File: src/rtl/withdraw_pkg.sv
// Shared types and constants for the withdrawal controller.
// Holds the FSM state encoding, amount lookup and default parameter values.
package withdraw_pkg;

    typedef enum logic [1:0] {
        IDLE     = 2'd0,
        CHECK    = 2'd1,
        WAIT_ACK = 2'd2,
        DONE     = 2'd3
    } state_e;

    localparam logic [7:0] AMT_10  = 8'd10;
    localparam logic [7:0] AMT_20  = 8'd20;
    localparam logic [7:0] AMT_50  = 8'd50;
    localparam logic [7:0] AMT_100 = 8'd100;

    localparam int unsigned DEP_UNIT_DEF    = 10;
    localparam int unsigned MAX_BAL_DEF     = 4095;
    localparam int unsigned ACK_TIMEOUT_DEF = 200;

    function automatic logic [7:0] amt_lookup(input logic [1:0] sel);
        logic [7:0] amt;
        case (sel)
            2'd0:    amt = AMT_10;
            2'd1:    amt = AMT_20;
            2'd2:    amt = AMT_50;
            default: amt = AMT_100;
        endcase
        return amt;
    endfunction

endpackage

File: src/rtl/btn_edge.sv
// Rising-edge detector for a synchronous level input.
// A level already high when reset releases must go low before it can fire.
module btn_edge (
    input  logic clk,
    input  logic rst,
    input  logic level_i,
    output logic pulse_o
);

    logic prev_q;
    logic armed_q;

    always_ff @(posedge clk) begin
        if (rst) begin
            prev_q  <= 1'b0;
            armed_q <= 1'b0;
        end else begin
            prev_q <= level_i;
            if (!level_i) begin
                armed_q <= 1'b1;
            end
        end
    end

    assign pulse_o = level_i & ~prev_q & armed_q;

endmodule

File: src/rtl/withdraw_ctrl.sv
// Withdrawal controller: balance keeping, dispenser handshake with ack timeout.
// Deposits are accepted in every state and merge with a commit in the same cycle.
module withdraw_ctrl
    import withdraw_pkg::*;
#(
    parameter int unsigned DEP_UNIT    = DEP_UNIT_DEF,
    parameter int unsigned MAX_BAL     = MAX_BAL_DEF,
    parameter int unsigned ACK_TIMEOUT = ACK_TIMEOUT_DEF
) (
    input  logic        clk,
    input  logic        rst,
    input  logic        down_button,
    input  logic        inc,
    input  logic [1:0]  amt_sel,
    input  logic        disp_ack,
    output logic [11:0] balance,
    output logic        disp_req,
    output logic [7:0]  disp_amt,
    output logic        dec,
    output logic        insuff,
    output logic        err,
    output logic        busy
);

    state_e      state_q, state_d;
    logic [11:0] bal_q, bal_d;
    logic [7:0]  amt_q, amt_d;
    logic [7:0]  cnt_q, cnt_d;
    logic        disp_req_q, disp_req_d;
    logic        dec_q, dec_d;
    logic        insuff_q, insuff_d;
    logic        err_q, err_d;
    logic        busy_q, busy_d;
    logic        req;
    logic        commit;
    logic [12:0] sum;

    btn_edge u_edge (
        .clk     (clk),
        .rst     (rst),
        .level_i (down_button),
        .pulse_o (req)
    );

    always_comb begin
        state_d  = state_q;
        amt_d    = amt_q;
        cnt_d    = cnt_q;
        commit   = 1'b0;
        insuff_d = 1'b0;
        err_d    = 1'b0;

        case (state_q)
            IDLE: begin
                if (req) begin
                    amt_d   = amt_lookup(amt_sel);
                    state_d = CHECK;
                end
            end
            CHECK: begin
                if (bal_q >= {4'b0000, amt_q}) begin
                    cnt_d   = '0;
                    state_d = WAIT_ACK;
                end else begin
                    insuff_d = 1'b1;
                    state_d  = IDLE;
                end
            end
            WAIT_ACK: begin
                if (disp_ack) begin
                    commit  = 1'b1;
                    state_d = DONE;
                end else if (cnt_q == 8'(ACK_TIMEOUT - 1)) begin
                    err_d   = 1'b1;
                    state_d = IDLE;
                end else begin
                    cnt_d = cnt_q + 8'd1;
                end
            end
            DONE:    state_d = IDLE;
            default: state_d = IDLE;
        endcase

        // Subtract first: CHECK guaranteed cover, so the difference cannot wrap.
        sum = {1'b0, bal_q};
        if (commit) begin
            sum = sum - {5'b00000, amt_q};
        end
        if (inc) begin
            sum = sum + 13'(DEP_UNIT);
        end
        if (sum > 13'(MAX_BAL)) begin
            sum = 13'(MAX_BAL);
        end
        bal_d = sum[11:0];

        disp_req_d = (state_d == WAIT_ACK);
        dec_d      = (state_d == DONE);
        busy_d     = (state_d != IDLE);
    end

    always_ff @(posedge clk) begin
        if (rst) begin
            state_q    <= IDLE;
            bal_q      <= '0;
            amt_q      <= '0;
            cnt_q      <= '0;
            disp_req_q <= 1'b0;
            dec_q      <= 1'b0;
            insuff_q   <= 1'b0;
            err_q      <= 1'b0;
            busy_q     <= 1'b0;
        end else begin
            state_q    <= state_d;
            bal_q      <= bal_d;
            amt_q      <= amt_d;
            cnt_q      <= cnt_d;
            disp_req_q <= disp_req_d;
            dec_q      <= dec_d;
            insuff_q   <= insuff_d;
            err_q      <= err_d;
            busy_q     <= busy_d;
        end
    end

    assign balance  = bal_q;
    assign disp_req = disp_req_q;
    assign disp_amt = amt_q;
    assign dec      = dec_q;
    assign insuff   = insuff_q;
    assign err      = err_q;
    assign busy     = busy_q;

endmodule

File: config.mk
export PLATFORM = sky130hd
export DESIGN_NAME = withdraw_ctrl
export DESIGN_NICKNAME = d
export VERILOG_FILES = /design/src/rtl/withdraw_pkg.sv /design/src/rtl/btn_edge.sv /design/src/rtl/withdraw_ctrl.sv
export SDC_FILE = /design/constraint.sdc
export NUM_CORES = 1
export LEC_CHECK = 0
export BUFFER_PORTS_ARGS = -buffer_cell sky130_fd_sc_hd__buf_2
export CAP_MARGIN = 20
export CORE_MARGIN = 2
export CORE_UTILIZATION = 30
export CTS_CLUSTER_SIZE = 30
export DETAILED_ROUTE_END_ITERATION = 12
export MAX_ROUTING_LAYER = met4
export PLACE_DENSITY_LB_ADDON = 0.12
export SYNTH_ARGS = -nofsm -noshare
export SYNTH_HDL_FRONTEND = slang
export SYNTH_SLANG_ARGS = --single-unit
File: constraint.sdc
create_clock -name clk -period 3.5 [get_ports clk]
set_clock_uncertainty 0.15 [all_clocks]
set_input_delay 0.175 -clock clk [delete_from_list [all_inputs] [get_ports clk]]
set_output_delay 0.175 -clock clk [all_outputs]
set_load 0.02 [all_outputs]
==> results.py, run 1 <==
metrics = {
    "yosys": {
        "synth-xor-area-share": 0.09964,
        "yosysSeqAreaShare": 0.3321,
        "ys_ff_latch": 35,
        "avgSynthCellArea_sq_um": 8.753,
        "synth-async-reset-ratio": 0,
        "ys.flop_type": "dfxtp_1",
        "synth-compound-area-share": 0.1655,
        "ys_top_cells_by_area": "dfxtp_1 33%, ha_1 7.1%, xor2_1 6.6%",
        "synth_area_sq_um": 2110,
        "synthMuxAreaShare": 0.03381,
        "synth_top_area_cell": "dfxtp_1",
        "synth-edff-count": 0,
        "yosysWarnings": 0,
        "netlist_top_cells_count": "35 x dfxtp_1, 22 x nor2_1, 16 x xor2_1, 14 x inv_1",
        "synthCells": 241,
        "yosys.area.top_type_share": 0.3321,
        "synth-simple-area-share": 0.2355,
        "synth_fa_ha_area_frac": 0.08066,
        "synth_top_family_by_area": "simple AND/OR/NAND/NOR gates",
        "post-synth-top-count-cell": "dfxtp_1",
        "synth_cell_types": 51,
    },
    "sta": {
        "tns_ns": 0,
        "max_slew_margin": 0.6325,
        "maxSlewViolCount": 0,
        "fin_crit_sh": 0.8651,
        "setup_viol": 0,
        "period_minus_slack_ns": 3.028,
        "fmax_mhz": 330.3,
        "rsz0062_at_grt": "false",
        "worst_pin_slew_ns": 0.5513,
        "finalHoldViolations": 0,
    },
    "hold_path": {
        "hold_class": "in -> reg",
    },
    "grt": {
        "grtUsageMet2": 0.2121,
        "use_met3": 0.03110,
        "antenna_found_initial": 0,
        "grt_pass1_vias": 1668,
        "grtUsageMet1": 0.1943,
        "grt_usage": 0.1441,
        "grt_overflow": 0,
        "grt_max_degree": 28,
        "gr-max-usage-layer": "met2",
        "grt_pass1_wl_mm": 8.369,
    },
    "final_layout": {
        "drive_gt1_frac": 0.1771,
        "final_core_util": 0.3619,
        "syn_to_final_growth_pct": 16.55,
        "finalNetCount": 290,
        "num_antenna_cells": 0,
    },
    "floorplan": {
        "die_h_microns": 87.86,
        "row_count": 30,
        "io_pins": 32,
        "initial_core_util": 0.3105,
        "core_sq_um": 6794,
        "dieWidth_microns": 87.86,
        "dieArea_sq_um": 7719,
    },
    "clocking": {
        "cts_htree_levels": 2,
        "clkLatencyLatePin_ns": 0.29,
        "cts_tree": "yes",
        "cts.sinks": 35,
        "clockBufferDepth": 2,
        "clk_pin_slew_ns": 0.07,
        "cts_root_buffer": "clkbuf_8",
        "hold_buffers": 2,
        "ctsResizeCount": 0,
        "numCtsBuffers": 5,
        "cts_setup_buffers": 0,
    },
    "route": {
        "post_drt_via_cell_ratio": 4.853,
        "wirelength_mm": 5.029,
        "drtAntennaViolNets": 0,
        "wl_per_cell_microns": 13.70,
        "post-route-drc-count": 0,
        "vias": 1781,
        "dr.pass1.iters": 4,
        "drtIter0Drc": 84,
    },
    "worst_setup_path": {
        "criticalPathCategory": "reg -> reg",
        "startpoint_type": "flop",
        "required_ns": 3.50,
        "reg2reg_slack_ns": 0.47,
        "end_kind": "flop",
        "critPathMaxFanout": 9,
        "worstPathArrival_ns": 3.03,
    },
    "power_and_ir_drop": {
        "vdd_drop_max_mv": 0.1531,
        "power_density_nw_per_um2": 438.9,
        "p_leak_nw": 1.045,
    },
    "job": {
        "drv_cap": 0,
    },
    "placed_design": {
        "hpwl_mm": 3.766,
        "io_buffers": 29,
        "place.gp.congestion": 0.7923,
    },
    "status": {
        "status": "finished, final reports clean",
    },
}
-- power by group --
part / switching [mW] / total [mW] / internal (mW)
sequential: 0.0207 / 0.441 / 0.420
clock: 0.149 / 0.329 / 0.180
combinational: 0.187 / 0.310 / 0.122
total: 0.357 / 1.08 / 0.722
-- per-stage QoR --
stage          total power [mW]  instances  area, sq um  setup slack, ns  hold WS (ns)
3_3_place_gp             0.7598        357         2338           0.5918        0.2420
3_5_place_dp             0.7556        357         2338           0.5258        0.2432
6_report                  1.079        367         2459           0.4721        0.1341
2_1_floorplan            0.6825        242         2113           0.4842        0.1035
5_1_grt                   1.154        367         2459           0.2571        0.1576
4_1_cts                   1.095        367         2459           0.4797        0.1283
-- cell usage in the layout (no fill, tap or decap), types with 3 or more instances in the layout --
cell type	n
mux2i_1	6
xnor2_1	8
inv_1	14
nor2b_1	5
nor3_1	11
dfxtp_1	35
xor2_1	16
o2111ai_1	6
nand4b_1	3
a31oi_1	12
and3_1	6
nand2_1	12
a21oi_1	11
buf_2	29
nor4_1	3
o21ai_0	5
nor2_1	22
nand4_1	3
ha_1	12
clkbuf_8	7
-- flip-flops by register name, summed over array words and instances (netlist names) --
register	count
balance	12
cnt_q	8
disp_amt	6
state_q	2
busy	1
dec	1
disp_req	1
err	1
insuff	1
u_edge.armed_q	1
u_edge.prev_q	1
-- layout make-up --
cell class	count	area, sq um
fill	749	4335
multi-input combinational	181	1305
sequential	35	700.7
timing repair buffer	33	180.2
tap	96	120.1
clock buffer	8	100.1
inverter	14	52.55
-- worst max-delay path, stage by stage (launching register included) --
cell     delay [ns]
dfxtp_1        0.35
inv_1          0.07
ha_1           0.23
fa_1           0.42
nor2b_1        0.23
o22ai_1        0.14
xnor2_1        0.23
a31oi_1        0.24
nor4_4         0.31
or2_1          0.38
a31oi_1        0.14
-- worst paths after layout --
| path | end | cells past startpoint | start |
|---|---|---|---|
| setup / recovery | balance[3] | 10 | balance[1] |
| hold / removal | balance[1] | 3 | inc |
| setup reg to reg | balance[3] | 10 | balance[1] |
| hold reg to reg | u_edge.armed_q | 2 | u_edge.armed_q |
-- cell families (layout without fill, tap and decap cells) --
family                   count (synthesis)  in the layout
AND/OR/NAND/NOR                         85             85
AO/OA/AOI/OAI                           50             50
flip-flops                              35             35
buffers and inverters                   26             55
XOR/XNOR                                24             24
adder cells (fa/ha/maj)                 13             13
multiplexers                             7              7
other                                    1              2
-- layer usage --
layer / up-vias / part of all wire
li1: 920 / -
met1: 824 / 0.52
met2: 30 / 0.43
met3: 7 / 0.038
met4: 0 / 0.014
met5: - / 0
(Power assumes the default switching activity.)
==> run 2: changes to the inputs <==
--- a/config.mk
+++ b/config.mk
@@ -9,6 +9,7 @@
 export CAP_MARGIN = 20
 export CORE_MARGIN = 2
 export CORE_UTILIZATION = 30
+export CTS_BUF_LIST = sky130_fd_sc_hd__clkbuf_4 sky130_fd_sc_hd__clkbuf_8 sky130_fd_sc_hd__clkbuf_16
 export CTS_CLUSTER_SIZE = 30
 export DETAILED_ROUTE_END_ITERATION = 12
 export MAX_ROUTING_LAYER = met4
==> results.py, run 2 (synthesis gave the netlist of run 1 again) <==
metrics = {
    "worst_setup_path": {
        "reg2reg_slack_ns": 0.47,
        "worstPathArrival_ns": 3.03,
        "reg2reg_from": "balance[1]",
        "worst_r2r_path_depth": 10,
        "required_ns": 3.50,
        "startpoint_type": "flop",
        "criticalPathCategory": "reg -> reg",
        "end_kind": "flop",
        "critPathMaxFanout": 9,
        "r2r_end": "balance[3]",
    },
    "clocking": {
        "cts_root_buffer": "clkbuf_8",
        "cts_tree": "yes",
        "clk_pin_slew_ns": 0.07,
        "cts_htree_levels": 2,
        "numCtsBuffers": 5,
        "clkLatencyLatePin_ns": 0.29,
        "ctsResizeCount": 0,
        "cts.sinks": 35,
        "clockBufferDepth": 2,
    },
    "sta": {
        "rsz0062_at_grt": "false",
        "setup_viol": 0,
        "finalHoldViolations": 0,
        "fin_crit_sh": 0.8651,
        "maxSlewViolCount": 0,
        "worst_pin_slew_ns": 0.5513,
        "max_slew_margin": 0.6325,
        "whs_ns": 0.1341,
        "period_minus_slack_ns": 3.028,
        "finalWorstSetupSlack_ns": 0.4721,
        "fmax_mhz": 330.3,
        "tns_ns": 0,
    },
    "route": {
        "wirelength_mm": 5.028,
        "highest_layer": "met4",
        "post-route-drc-count": 0,
        "wl_met1_mm": 2.592,
        "wl_met2_mm": 2.171,
        "wl_per_cell_microns": 13.70,
        "dr.pass1.iters": 4,
        "post_drt_via_cell_ratio": 4.853,
        "dr_wl_met3_microns": 191,
        "vias": 1781,
        "drtIter0Drc": 82,
        "drtAntennaViolNets": 0,
    },
    "grt": {
        "grt_pass1_vias": 1666,
        "grt_pass1_wl_mm": 8.355,
        "grt_usage": 0.1439,
        "grt_overflow": 0,
        "grt_max_degree": 28,
        "antenna_found_initial": 0,
    },
    "floorplan": {
        "dieWidth_microns": 87.86,
        "io_pins": 32,
        "core_sq_um": 6794,
        "die_h_microns": 87.86,
        "initial_core_util": 0.3105,
        "dieArea_sq_um": 7719,
        "row_count": 30,
    },
    "power_and_ir_drop": {
        "p_leak_nw": 1.048,
        "vdd_drop_max_mv": 0.1531,
        "power_density_nw_per_um2": 441.3,
    },
    "job": {
        "drv_cap": 0,
    },
    "final_layout": {
        "finalNetCount": 290,
        "n_fill_cell": 749,
        "num_antenna_cells": 0,
        "design_area_sq_um": 2462,
        "mostFrequentLayoutCell": "dfxtp_1",
        "drive_gt1_frac": 0.1808,
        "syn_to_final_growth_pct": 16.73,
        "seqCellArea_sq_um": 700.7,
        "instances_no_fill": 367,
        "largest_reg_flops": 12,
        "multi_input_area_sq_um": 1305,
        "final_cell_mix": "35 x dfxtp_1, 29 x buf_2, 22 x nor2_1, 16 x xor2_1, 14 x inv_1",
    },
    "placed_design": {
        "place_ws_ns": 0.5258,
        "placed_cells": 357,
        "dpl_cell_area_sq_um": 2338,
        "io_buffers": 29,
        "hpwl_mm": 3.766,
        "place.gp.congestion": 0.7923,
    },
    "hold_path": {
        "hold_end": "balance[1]",
        "hold_class": "in -> reg",
        "min_from": "inc",
        "min_path_cells": 3,
    },
    "status": {
        "status": "finished, final reports clean",
    },
}
run 2: worst max-delay path: stages (launching register included):
cell	delay, ns
dfxtp_1	0.35
inv_1	0.07
ha_1	0.23
fa_1	0.42
nor2b_1	0.23
o22ai_1	0.14
xnor2_1	0.23
a31oi_1	0.24
nor4_4	0.31
or2_1	0.38
a31oi_1	0.14
run 2: through the flow:
step                utilization  power [mW]
finish                   0.3624       1.087
global placement         0.3442      0.7598
global route             0.3624       1.161
detailed placement       0.3442      0.7556
floorplan                     -      0.6825
CTS                      0.3624       1.102
run 2: repair_timing:
action | 4_1_cts | 5_1_grt
hold endpoints to repair | 3 | 0
hold buffers | 2 | 0
buffers inserted | 0 | 0
run 2: layout make-up:
cell class | count | area share
clock buffers | 8 | 0.04217
inverters | 14 | 0.02134
repair buffers | 33 | 0.07317
flip-flops and latches | 35 | 0.2846
well taps | 96 | 0.04878
multi-input cells | 181 | 0.5300
run 2: worst max-delay path by stage:
stage	startpoint	endpoint	slack (ns)	depth (start not counted)
floorplan	balance[1]	balance[0]	0.48	11
global placement	balance[1]	balance[11]	0.59	10
detailed placement	balance[1]	balance[11]	0.53	11
CTS	balance[1]	balance[11]	0.48	11
global route	balance[1]	balance[11]	0.26	11
finish	balance[1]	balance[3]	0.47	10
run 2: where the power goes:
group	internal [mW]	switching, mW	total [mW]
combinational	0.122	0.187	0.310
sequential	0.420	0.0207	0.441
clock	0.187	0.149	0.336
run 2: layer usage:
layer,vias to the layer above,GRT usage
li1,920,-
met1,824,0.1937
met2,30,0.2121
met3,7,0.03110
met4,0,0.05035
met5,-,-
